<file path="src/rtl/hqm_reset_pwr_responder.sv">
// HQM core-domain power/reset responder: sequences isolation, clock enable, fuse pull and
// core reset release for power-up, warm reset and power-down, with 4-phase acks to the agent.
module hqm_reset_pwr_responder #(
    parameter int RST_HOLD_CYC = 16,
    parameter int FUSE_TMO_CYC = 1024,
    parameter int CNT_W        = 11
) (
    input  logic       side_clk,
    input  logic       side_rst_b,
    input  logic       pwr_on_req,
    output logic       pwr_on_ack,
    input  logic       warm_rst_req,
    output logic       warm_rst_ack,
    input  logic       fuse_bypass,
    output logic       fuse_pull_req,
    input  logic       fuse_pull_ack,
    output logic       quiesce_req,
    input  logic       quiesce_ack,
    output logic       core_rst_b,
    output logic       core_clk_en,
    output logic       iso_en,
    output logic       fuse_err,
    output logic [2:0] state
);

    typedef enum logic [2:0] {
        OFF       = 3'd0,
        FUSE      = 3'd1,
        RST_HOLD  = 3'd2,
        ACTIVE    = 3'd3,
        WARM_QSC  = 3'd4,
        WARM_HOLD = 3'd5,
        DOWN_QSC  = 3'd6
    } state_t;

    localparam logic [CNT_W-1:0] HOLD_LAST = CNT_W'(RST_HOLD_CYC - 1);
    localparam logic [CNT_W-1:0] FUSE_LAST = CNT_W'(FUSE_TMO_CYC - 1);
    localparam logic [CNT_W-1:0] CNT_MAX   = '1;

    state_t           st;
    logic [CNT_W-1:0] cnt;
    logic             drop;

    assign state = st;

    // Power removed while still bringing up, or in the middle of a warm reset.
    assign drop = !pwr_on_req &&
                  (st == FUSE || st == RST_HOLD || st == WARM_QSC || st == WARM_HOLD);

    always_ff @(posedge side_clk or negedge side_rst_b) begin
        if (!side_rst_b) begin
            st            <= OFF;
            cnt           <= '0;
            pwr_on_ack    <= 1'b0;
            warm_rst_ack  <= 1'b0;
            fuse_pull_req <= 1'b0;
            quiesce_req   <= 1'b0;
            core_rst_b    <= 1'b0;
            core_clk_en   <= 1'b0;
            iso_en        <= 1'b1;
            fuse_err      <= 1'b0;
        end else begin
            // Counter saturates; every state transition below clears it.
            if (cnt != CNT_MAX) cnt <= cnt + CNT_W'(1);
            if (!warm_rst_req) warm_rst_ack <= 1'b0;

            if (drop) begin
                st            <= OFF;
                cnt           <= '0;
                fuse_pull_req <= 1'b0;
                quiesce_req   <= 1'b0;
                core_rst_b    <= 1'b0;
                core_clk_en   <= 1'b0;
                iso_en        <= 1'b1;
                pwr_on_ack    <= 1'b0;
                warm_rst_ack  <= 1'b0;
            end else begin
                unique case (st)
                    OFF: begin
                        if (pwr_on_req && !pwr_on_ack) begin
                            iso_en      <= 1'b0;
                            core_clk_en <= 1'b1;
                            cnt         <= '0;
                            if (fuse_bypass) begin
                                st <= RST_HOLD;
                            end else begin
                                st            <= FUSE;
                                fuse_pull_req <= 1'b1;
                            end
                        end
                    end
                    FUSE: begin
                        // A late ack on the timeout cycle still counts as success.
                        if (fuse_pull_ack || cnt == FUSE_LAST) begin
                            fuse_pull_req <= 1'b0;
                            cnt           <= '0;
                            st            <= RST_HOLD;
                            if (!fuse_pull_ack) fuse_err <= 1'b1;
                        end
                    end
                    RST_HOLD: begin
                        if (cnt == HOLD_LAST) begin
                            core_rst_b <= 1'b1;
                            pwr_on_ack <= 1'b1;
                            cnt        <= '0;
                            st         <= ACTIVE;
                        end
                    end
                    ACTIVE: begin
                        if (!pwr_on_req) begin
                            quiesce_req <= 1'b1;
                            cnt         <= '0;
                            st          <= DOWN_QSC;
                        end else if (warm_rst_req && !warm_rst_ack) begin
                            quiesce_req <= 1'b1;
                            cnt         <= '0;
                            st          <= WARM_QSC;
                        end
                    end
                    WARM_QSC: begin
                        if (quiesce_ack) begin
                            quiesce_req <= 1'b0;
                            core_rst_b  <= 1'b0;
                            cnt         <= '0;
                            st          <= WARM_HOLD;
                        end
                    end
                    WARM_HOLD: begin
                        if (cnt == HOLD_LAST) begin
                            core_rst_b   <= 1'b1;
                            warm_rst_ack <= 1'b1;
                            cnt          <= '0;
                            st           <= ACTIVE;
                        end
                    end
                    DOWN_QSC: begin
                        if (quiesce_ack) begin
                            quiesce_req <= 1'b0;
                            core_rst_b  <= 1'b0;
                            core_clk_en <= 1'b0;
                            iso_en      <= 1'b1;
                            pwr_on_ack  <= 1'b0;
                            cnt         <= '0;
                            st          <= OFF;
                        end
                    end
                    default: st <= OFF;
                endcase
            end
        end
    end

endmodule

</file>
<file path="config.mk">
export PLATFORM = sky130hd
export DESIGN_NAME = hqm_reset_pwr_responder
export DESIGN_NICKNAME = d
export VERILOG_FILES = /design/src/rtl/hqm_reset_pwr_responder.sv
export SDC_FILE = /design/constraint.sdc
export NUM_CORES = 1
export LEC_CHECK = 0
export CAP_MARGIN = 25
export CORE_UTILIZATION = 40
export CTS_CLUSTER_SIZE = 30
export DETAILED_ROUTE_END_ITERATION = 7
export SLEW_MARGIN = 20
export SYNTH_ARGS = -nofsm -noshare
export SYNTH_HDL_FRONTEND = slang
export SYNTH_SLANG_ARGS = --single-unit
</file>
<file path="constraint.sdc">
create_clock -name side_clk -period 3.1 [get_ports side_clk]
set_clock_uncertainty 0.1 [all_clocks]
set_input_delay 0.62 -clock side_clk [delete_from_list [all_inputs] [get_ports side_clk]]
set_output_delay 0.62 -clock side_clk [all_outputs]
set_load 0.01 [all_outputs]
</file>
Word level (Yosys, flattened, before mapping)
Cells that the tools add are included.

Reduce and logical (&&, ||, !) cells: 25. Bitwise logic cells: 2. Multiplexer cells: 45. Add/sub/neg operators: 1. Equal/unequal tests: 18.

Operator list (number): two-way mux 11 bit (8); one-hot mux 11 bit (5 select lines) (1); two-way mux 3 bit (8); two-way mux 1 bit (20); one-hot mux 3 bit (6 select lines) (1); nonzero test 3 bit (5); != test 3 bit, second input constant (4); one-hot mux 1 bit (2 select lines) (6); AND reduction 3 bit (4); adder 11 x 1 -> 11 bit, second input constant (1); == test 11 x 10 -> 1 bit, second input constant (1); == test 11 x 4 -> 1 bit, second input constant (1); != test 11 bit, second input constant (1); == test 3 bit, second input constant (3); AND reduction 4 bit (2); == test 3 x 2 -> 1 bit, second input constant (2); != test 3 x 1 -> 1 bit, second input constant (2); != test 3 x 2 -> 1 bit, second input constant (2); AND reduction 6 bit (1); logical OR 1 bit (4); != test 4 bit, second input constant (1); OR reduction 2 bit (2); == test 3 x 1 -> 1 bit, second input constant (1); logical AND 1 bit (3); other kinds (4) (7).

Output and inout port bits: 11. Flip-flop bits (word level): 22. Logic and storage cells: 101. Bits of input ports: 7.

Depth between registers and ports, before layout
Gate-level depths: netlist (run 1).

Word-level depth: 7. Depth in mapped cells: 8. Mapped depth without buffers: 6.

Least setup slack after synthesis (run 1)
No wires, ideal clock.

Path kind: input port to flip-flop. Start: input port pwr_on_req. End: register st[1] (netlist: state[1]). Cell stages on the path: 6. Path buffers: 1. Slack: 1054 ps. Library setup time: 125 ps. Data required time: 2875 ps. Data arrival time: 1821 ps. Cells stage by stage: buf_4 > nand2b_1 > and3b_1 > o21bai_4 > a311oi_4 > mux2_4.

Cells in the longest elaborated chain, start to end: 4. Elaborated cells between the ends (all ways): 13. Those cells by class: eq/ne: 6; mux: 3; reduce/logical: 4.

Ends and longest elaborated chain: start: declaration (line 10) `input logic pwr_on_req,`; logical NOT 1 bit; logical AND 1 bit (line 47) `assign drop = !pwr_on_req &&`; != test 4 bit (no source line) (tied with other cells); AND reduction 6 bit (no source line); end signal: assignment (line 52) `st <= OFF;`; end signal: assignment (line 68) `st <= OFF;`; end signal: assignment (line 85) `st <= RST_HOLD;`; end: declaration (line 40) `state_t st;`.

Several ways; a longest one is shown, not always the timed one. A chain may end at the register's enable or synchronous reset.

Worst setup path in the final report (run 1)
Start: register st[1] (netlist: state[1]). End: output port state[1].

RTL lines: end: declaration (line 23) `output logic [2:0] state`.

No word-level cell between the ends.

==> results of run 1 <==
==> power by group through the flow <==
stage / sequential (mW) / combinational, mW / clock, mW
final: 0.469 / 0.604 / 0.147
after global routing: 0.487 / 0.673 / 0.156
after CTS: 0.470 / 0.613 / 0.149
after detailed placement: 0.476 / 0.611 / 0
after global placement: 0.476 / 0.608 / 0
after floorplan: 0.432 / 0.465 / 0
==> worst reg2reg max path, cell delays in order (launching register included) <==
cell and delay, ns:
dfrtp_1 0.43, ha_1 0.23, and3_1 0.33, nand4_1 0.34, a311oi_4 0.45, mux2_4 0.33
==> layer usage <==
layer / global-route usage, % / vias up / share of wire, %
met5: 0 / - / 0
met4: 5.98 / 0 / 1.4
met3: 2.60 / 4 / 3.7
met2: 25.7 / 22 / 42
met1: 27.1 / 543 / 53
li1: - / 573 / -
==> cells by family after synthesis <==
logic type | after synthesis | share of synthesized area, %
simple gates | 64 | 24.6
compound gates | 36 | 20.3
flops | 22 | 40.7
buf+inv | 14 | 4.89
xor+xnor | 7 | 4.52
mux | 5 | 4.06
fa+ha+maj | 1 | 0.922
==> through the flow <==
step / utilization (%) / setup slack, ns / std cells / area (um^2) / hold slack, ns
floorplan: - / 1.05 / 149 / 1360 / 0.224
global placement: 49.6 / 0.490 / 204 / 1550 / 0.358
detailed placement: 49.6 / 0.443 / 204 / 1550 / 0.380
CTS: 50.5 / 0.587 / 208 / 1580 / 0.406
global route: 50.5 / 0.514 / 208 / 1580 / 0.424
finish: 50.5 / 0.612 / 208 / 1580 / 0.397
==> synthesized netlist by cell type (all sizes together) (2+ instances only) <==
| cell type | count | share of area [%] |
|---|---|---|
| nand3 | 7 | 2.6 |
| a22oi | 2 | 1.1 |
| xor2 | 4 | 2.6 |
| buf | 4 | 2.1 |
| a31oi | 2 | 0.92 |
| a22o | 2 | 1.3 |
| mux2i | 4 | 3.0 |
| nor3 | 3 | 1.1 |
| nor2 | 21 | 6.0 |
| nor2b | 4 | 1.8 |
| o31ai | 2 | 1.1 |
| clkbuf | 4 | 1.1 |
| nand2b | 3 | 1.4 |
| o21ai | 5 | 1.8 |
| a311oi | 2 | 2.6 |
| nand2 | 9 | 2.5 |
| inv | 6 | 1.7 |
| dfrtp | 21 | 39 |
| xnor2 | 3 | 1.9 |
| nand4 | 5 | 2.3 |
| a211oi | 2 | 1.1 |
| a21oi | 9 | 3.3 |
| and4 | 2 | 1.7 |
| and3 | 3 | 1.4 |
==> sequential cells by signal (all words and copies together), names as in the netlist <==
name / count
cnt: 11
state: 3
core_clk_en: 1
core_rst_b: 1
fuse_err: 1
fuse_pull_req: 1
iso_en: 1
pwr_on_ack: 1
quiesce_req: 1
warm_rst_ack: 1
==> how the worst min path moves through the flow <==
stage	cells after the start	startpoint	endpoint	slack, ns
final	2	iso_en	iso_en	0.40
after global routing	2	iso_en	iso_en	0.42
after CTS	2	iso_en	iso_en	0.41
after detailed placement	2	fuse_err	fuse_err	0.38
after global placement	2	fuse_err	fuse_err	0.36
after floorplan	0	side_rst_b	cnt[0]	0.22
==> layout make-up <==
cell class                 count  share of cell area, %
tap                           44                   3.49
clock buffer                   4                   1.66
timing repair buffer          19                   11.7
sequential                    22                   34.9
multi-input combinational    113                   46.8
inverter                       6                   1.43
==> flow_summary.json, run 1 <==
{
  "cp_slowest_cell": "dfrtp_1",
  "syn_area_per_cell_um2": 9.10,
  "period_minus_slack_ns": 2.49,
  "rows": 20,
  "place_congestion": 0.832,
  "power_density_mw_per_mm2": 772,
  "seqCellArea_um2": 552,
  "cts_resized": 0,
  "grt_pass1_vias": 1023,
  "status": "finished clean",
  "antenna-diode-count": 0,
  "drcViolationCount": 0,
  "worstPathRequired_ns": 2.38,
  "ios": 18,
  "post_cts_buffers": 0,
  "crit_start": "state[1]",
  "final_cell_mix": "dfrtp_1 (21), nor2_1 (20), clkdlybuf4s50_1 (17)",
  "synth_cells": 149,
  "design.die.area_mm2": 0.00363,
  "r2r-end": "state[1]",
  "numCtsBuffers": 3,
  "hpwl_um": 2030,
  "r2r_start": "cnt[0]",
  "clock-root-buffer": "clkbuf_4",
  "peakVddDrop_mv": 0.434,
  "p_int_mw": 0.707,
  "hold_violations": 0,
  "hp-class": "register to register",
  "crit_type": "register to primary output",
  "grt_max_degree": 25,
  "dr_total_vias": 1142,
  "syn_area_mm2": 0.00136,
  "crit_chain": "clkdlybuf4s50_1",
  "ys_types": 48,
  "fmax_ghz": 0.402,
  "grt_pass1_wl_um": 4820,
  "crit_end": "state[1]",
  "wire_per_inst_um": 13.7,
  "filler_cell_count": 310,
  "cts_buffer_depth": 2,
  "worst-path-stages": 1,
  "cp-start-kind": "register",
  "post-route-period-util_pct": 80.3,
  "tns_ns": 0,
  "pwr-share-seq_pct": 38.5,
  "path_clk_slew_ns": 0.13,
  "p_sw_share_pct": 42.1,
  "final_antenna_net_count": 0,
  "power_switching_mw": 0.513,
  "layout.nets": 173,
  "hold_buffers": 0,
  "p_leak_nw": 0.661,
  "synth_edf_count": 0,
  "pwr-share-comb_pct": 49.5,
  "setup_viol": 0,
  "cap_violations": 0,
  "r2r_slack_ns": 0.80,
  "ys_async_sr_fraction_pct": 100,
  "insertion_delay_ns": 0.32,
  "dr.pass1.iters": 4,
  "htree_levels": 1,
  "worstMarginPinSlew_ns": 0.656,
  "gr-total-overflow": 0,
  "cp.buffers_inverters": 1,
  "synthFlopType": "dfrtp_1",
  "ys_seq_area_share_pct": 40.7,
  "area_growth_pct": 16.4,
  "routed_via_density": 5.49,
  "drt_iter0_drc": 45,
  "start_util_pct": 43.4,
  "path_max_fanout": 24,
  "multi_input_area_um2": 738,
  "antenna_found_initial": 0,
  "finalPower_mw": 1.22,
  "max-slew-margin-rel_pct": 56.3,
  "die_y_um": 60.2,
  "worst_ep_arrival_time_ns": 1.77,
  "clock-sinks": 22,
  "cts_tree": "built",
  "grt_setup_unrepaired": "no",
  "reg2reg_depth": 5,
  "cp_top_family": "flip-flops",
  "final_common_cell": "dfrtp_1",
  "io_buffers": 17,
  "core_area_mm2": 0.00313,
  "wl_um": 2860,
  "crit_path_end_kind": "primary output",
  "syn_nets": 157,
  "yosysWarnings": 0,
  "grt_usage_pct": 17.9,
  "synth.ff_latch_count": 22,
  "die_w_um": 60.2,
  "cpPeakStageDelay_ns": 0.79,
  "clockPowerShare_pct": 12.0,
  "drv_slew": 0,
  "drive_above_1_share_pct": 8.54
}
(Power assumes the default switching activity.)
==> run 2: changes to the inputs <==
- clock period: 3.1 -> 2.42 ns (I/O delays scaled with it)
==> flow_summary.json, run 2 (same netlist as run 1, synthesis figures left out) <==
{
  "crit_chain": "ha_1, and3_1, nand4_1, a311oi_4, mux2_4",
  "crit_path_end_kind": "register",
  "drt_iter0_drc": 39,
  "insertion_delay_ns": 0.31,
  "p_sw_share_pct": 40.4,
  "grt_max_degree": 23,
  "r2r-end": "state[1]",
  "clock-sinks": 22,
  "hpwl_um": 2210,
  "dr_total_vias": 1171,
  "grt_pass1_vias": 1082,
  "place_congestion": 0.909,
  "final_antenna_net_count": 0,
  "dp_worst_setup_slack_ns": 0.0792,
  "worst-path-stages": 5,
  "cpPeakStageDelay_ns": 0.46,
  "cap_violations": 0,
  "hold-path-endpoint": "fuse_err",
  "ios": 18,
  "drive_above_1_share_pct": 12.9,
  "setup_viol": 0,
  "antenna_found_initial": 0,
  "power_density_mw_per_mm2": 1020,
  "antenna-diode-count": 0,
  "cts_buffer_depth": 2,
  "cts_tree": "built",
  "grt_pass1_wl_um": 5110,
  "fin_ws_ns": 0.157,
  "max-slew-margin-rel_pct": 73.3,
  "grt_usage_pct": 19.1,
  "die_y_um": 60.2,
  "routed_via_density": 5.45,
  "whs_path_depth": 2,
  "cp-start-kind": "register",
  "reg2reg_depth": 5,
  "dr.pass1.iters": 4,
  "path_max_fanout": 7,
  "seqCellArea_um2": 552,
  "dp_cells": 211,
  "worst_ep_arrival_time_ns": 2.37,
  "wire_per_inst_um": 13.9,
  "hold_buffers": 0,
  "cp_top_family": "simple AND/OR/NAND/NOR gates",
  "crit_type": "register to register",
  "wl_um": 3000,
  "area_growth_pct": 21.0,
  "start_util_pct": 43.4,
  "post-route-period-util_pct": 93.5,
  "dpl_cell_area_mm2": 0.00161,
  "numCtsBuffers": 3,
  "drv_slew": 0,
  "tns_ns": 0,
  "post_cts_buffers": 0,
  "cts_resized": 0,
  "clockPowerShare_pct": 11.9,
  "pwr-share-seq_pct": 33.0,
  "drcViolationCount": 0,
  "instances_no_fill": 215,
  "rows": 20,
  "htree_levels": 1,
  "p_int_mw": 0.994,
  "power_switching_mw": 0.674,
  "final_common_cell": "dfrtp_1",
  "fmax_ghz": 0.442,
  "cp.buffers_inverters": 0,
  "pwr-share-comb_pct": 55.2,
  "fin_hold_ws_ns": 0.386,
  "r2r_slack_ns": 0.16,
  "peakVddDrop_mv": 0.462,
  "die_w_um": 60.2,
  "top_register": "cnt",
  "gr-total-overflow": 0,
  "io_buffers": 17,
  "hp-class": "register to register",
  "path_clk_slew_ns": 0.11,
  "core_area_mm2": 0.00313,
  "status": "finished clean",
  "min_from": "fuse_err",
  "layout.nets": 180,
  "hold_violations": 0,
  "largest_register_ff_count": 11,
  "fin_area_mm2": 0.00164,
  "period_minus_slack_ns": 2.26,
  "multi_input_area_um2": 738,
  "r2r_start": "cnt[0]",
  "worstMarginPinSlew_ns": 0.401,
  "worstPathRequired_ns": 2.53,
  "design.die.area_mm2": 0.00363,
  "clock-root-buffer": "clkbuf_4",
  "filler_cell_count": 312,
  "cp_slowest_cell": "a311oi_4",
  "grt_setup_unrepaired": "no",
  "p_leak_nw": 0.703,
  "final_cell_mix": "dfrtp_1 (21), nor2_1 (20), clkdlybuf4s50_1 (17)"
}
run 2: power by group through the flow:
stage / clock network [mW] / registers [mW] / logic, mW
after global placement: 0 / 0.555 / 0.918
after detailed placement: 0 / 0.556 / 0.919
after global routing: 0.228 / 0.562 / 1.02
after CTS: 0.209 / 0.550 / 0.923
after floorplan: 0 / 0.553 / 0.596
final: 0.198 / 0.550 / 0.920
run 2: area by class of cell:
type,count,share of cell area [%]
Inverter,6,1.37
Multi-Input combinational cell,113,45.0
Tap cell,44,3.35
Clock buffer,4,2.21
Sequential cell,22,33.6
Timing Repair Buffer,26,14.5
run 2: per-stage QoR:
stage          power, mW  utilization, %
6_report            1.67            52.5
5_1_grt             1.81            52.5
4_1_cts             1.68            52.5
3_5_place_dp        1.48            51.3
3_3_place_gp        1.47            51.3
2_1_floorplan       1.15               -
run 2: how the worst max path moves through the flow:
stage / from / end
2_1_floorplan: cnt[0] / state[1]
3_3_place_gp: pwr_on_req / state[1]
3_5_place_dp: pwr_on_req / state[1]
4_1_cts: cnt[0] / state[1]
5_1_grt: cnt[1] / state[1]
6_report: cnt[0] / state[1]
run 2: worst reg2reg max path, delay by kind of cell, from the launching register on:
kind	cells	cell delay (ns)
and+or+nand+nor	2	0.63
AOI/OAI and AO/OA	1	0.46
DFF	1	0.42
muxes	1	0.33
adders and majority gates	1	0.22
run 2: routing by layer:
metal | up-vias | global-route usage (%) | share of wire, %
met2 | 40 | 26.7 | 42
met3 | 4 | 4.55 | 5.6
met4 | 0 | 5.98 | 1.4
met5 | - | 0 | 0
li1 | 582 | - | -
met1 | 545 | 28.7 | 51
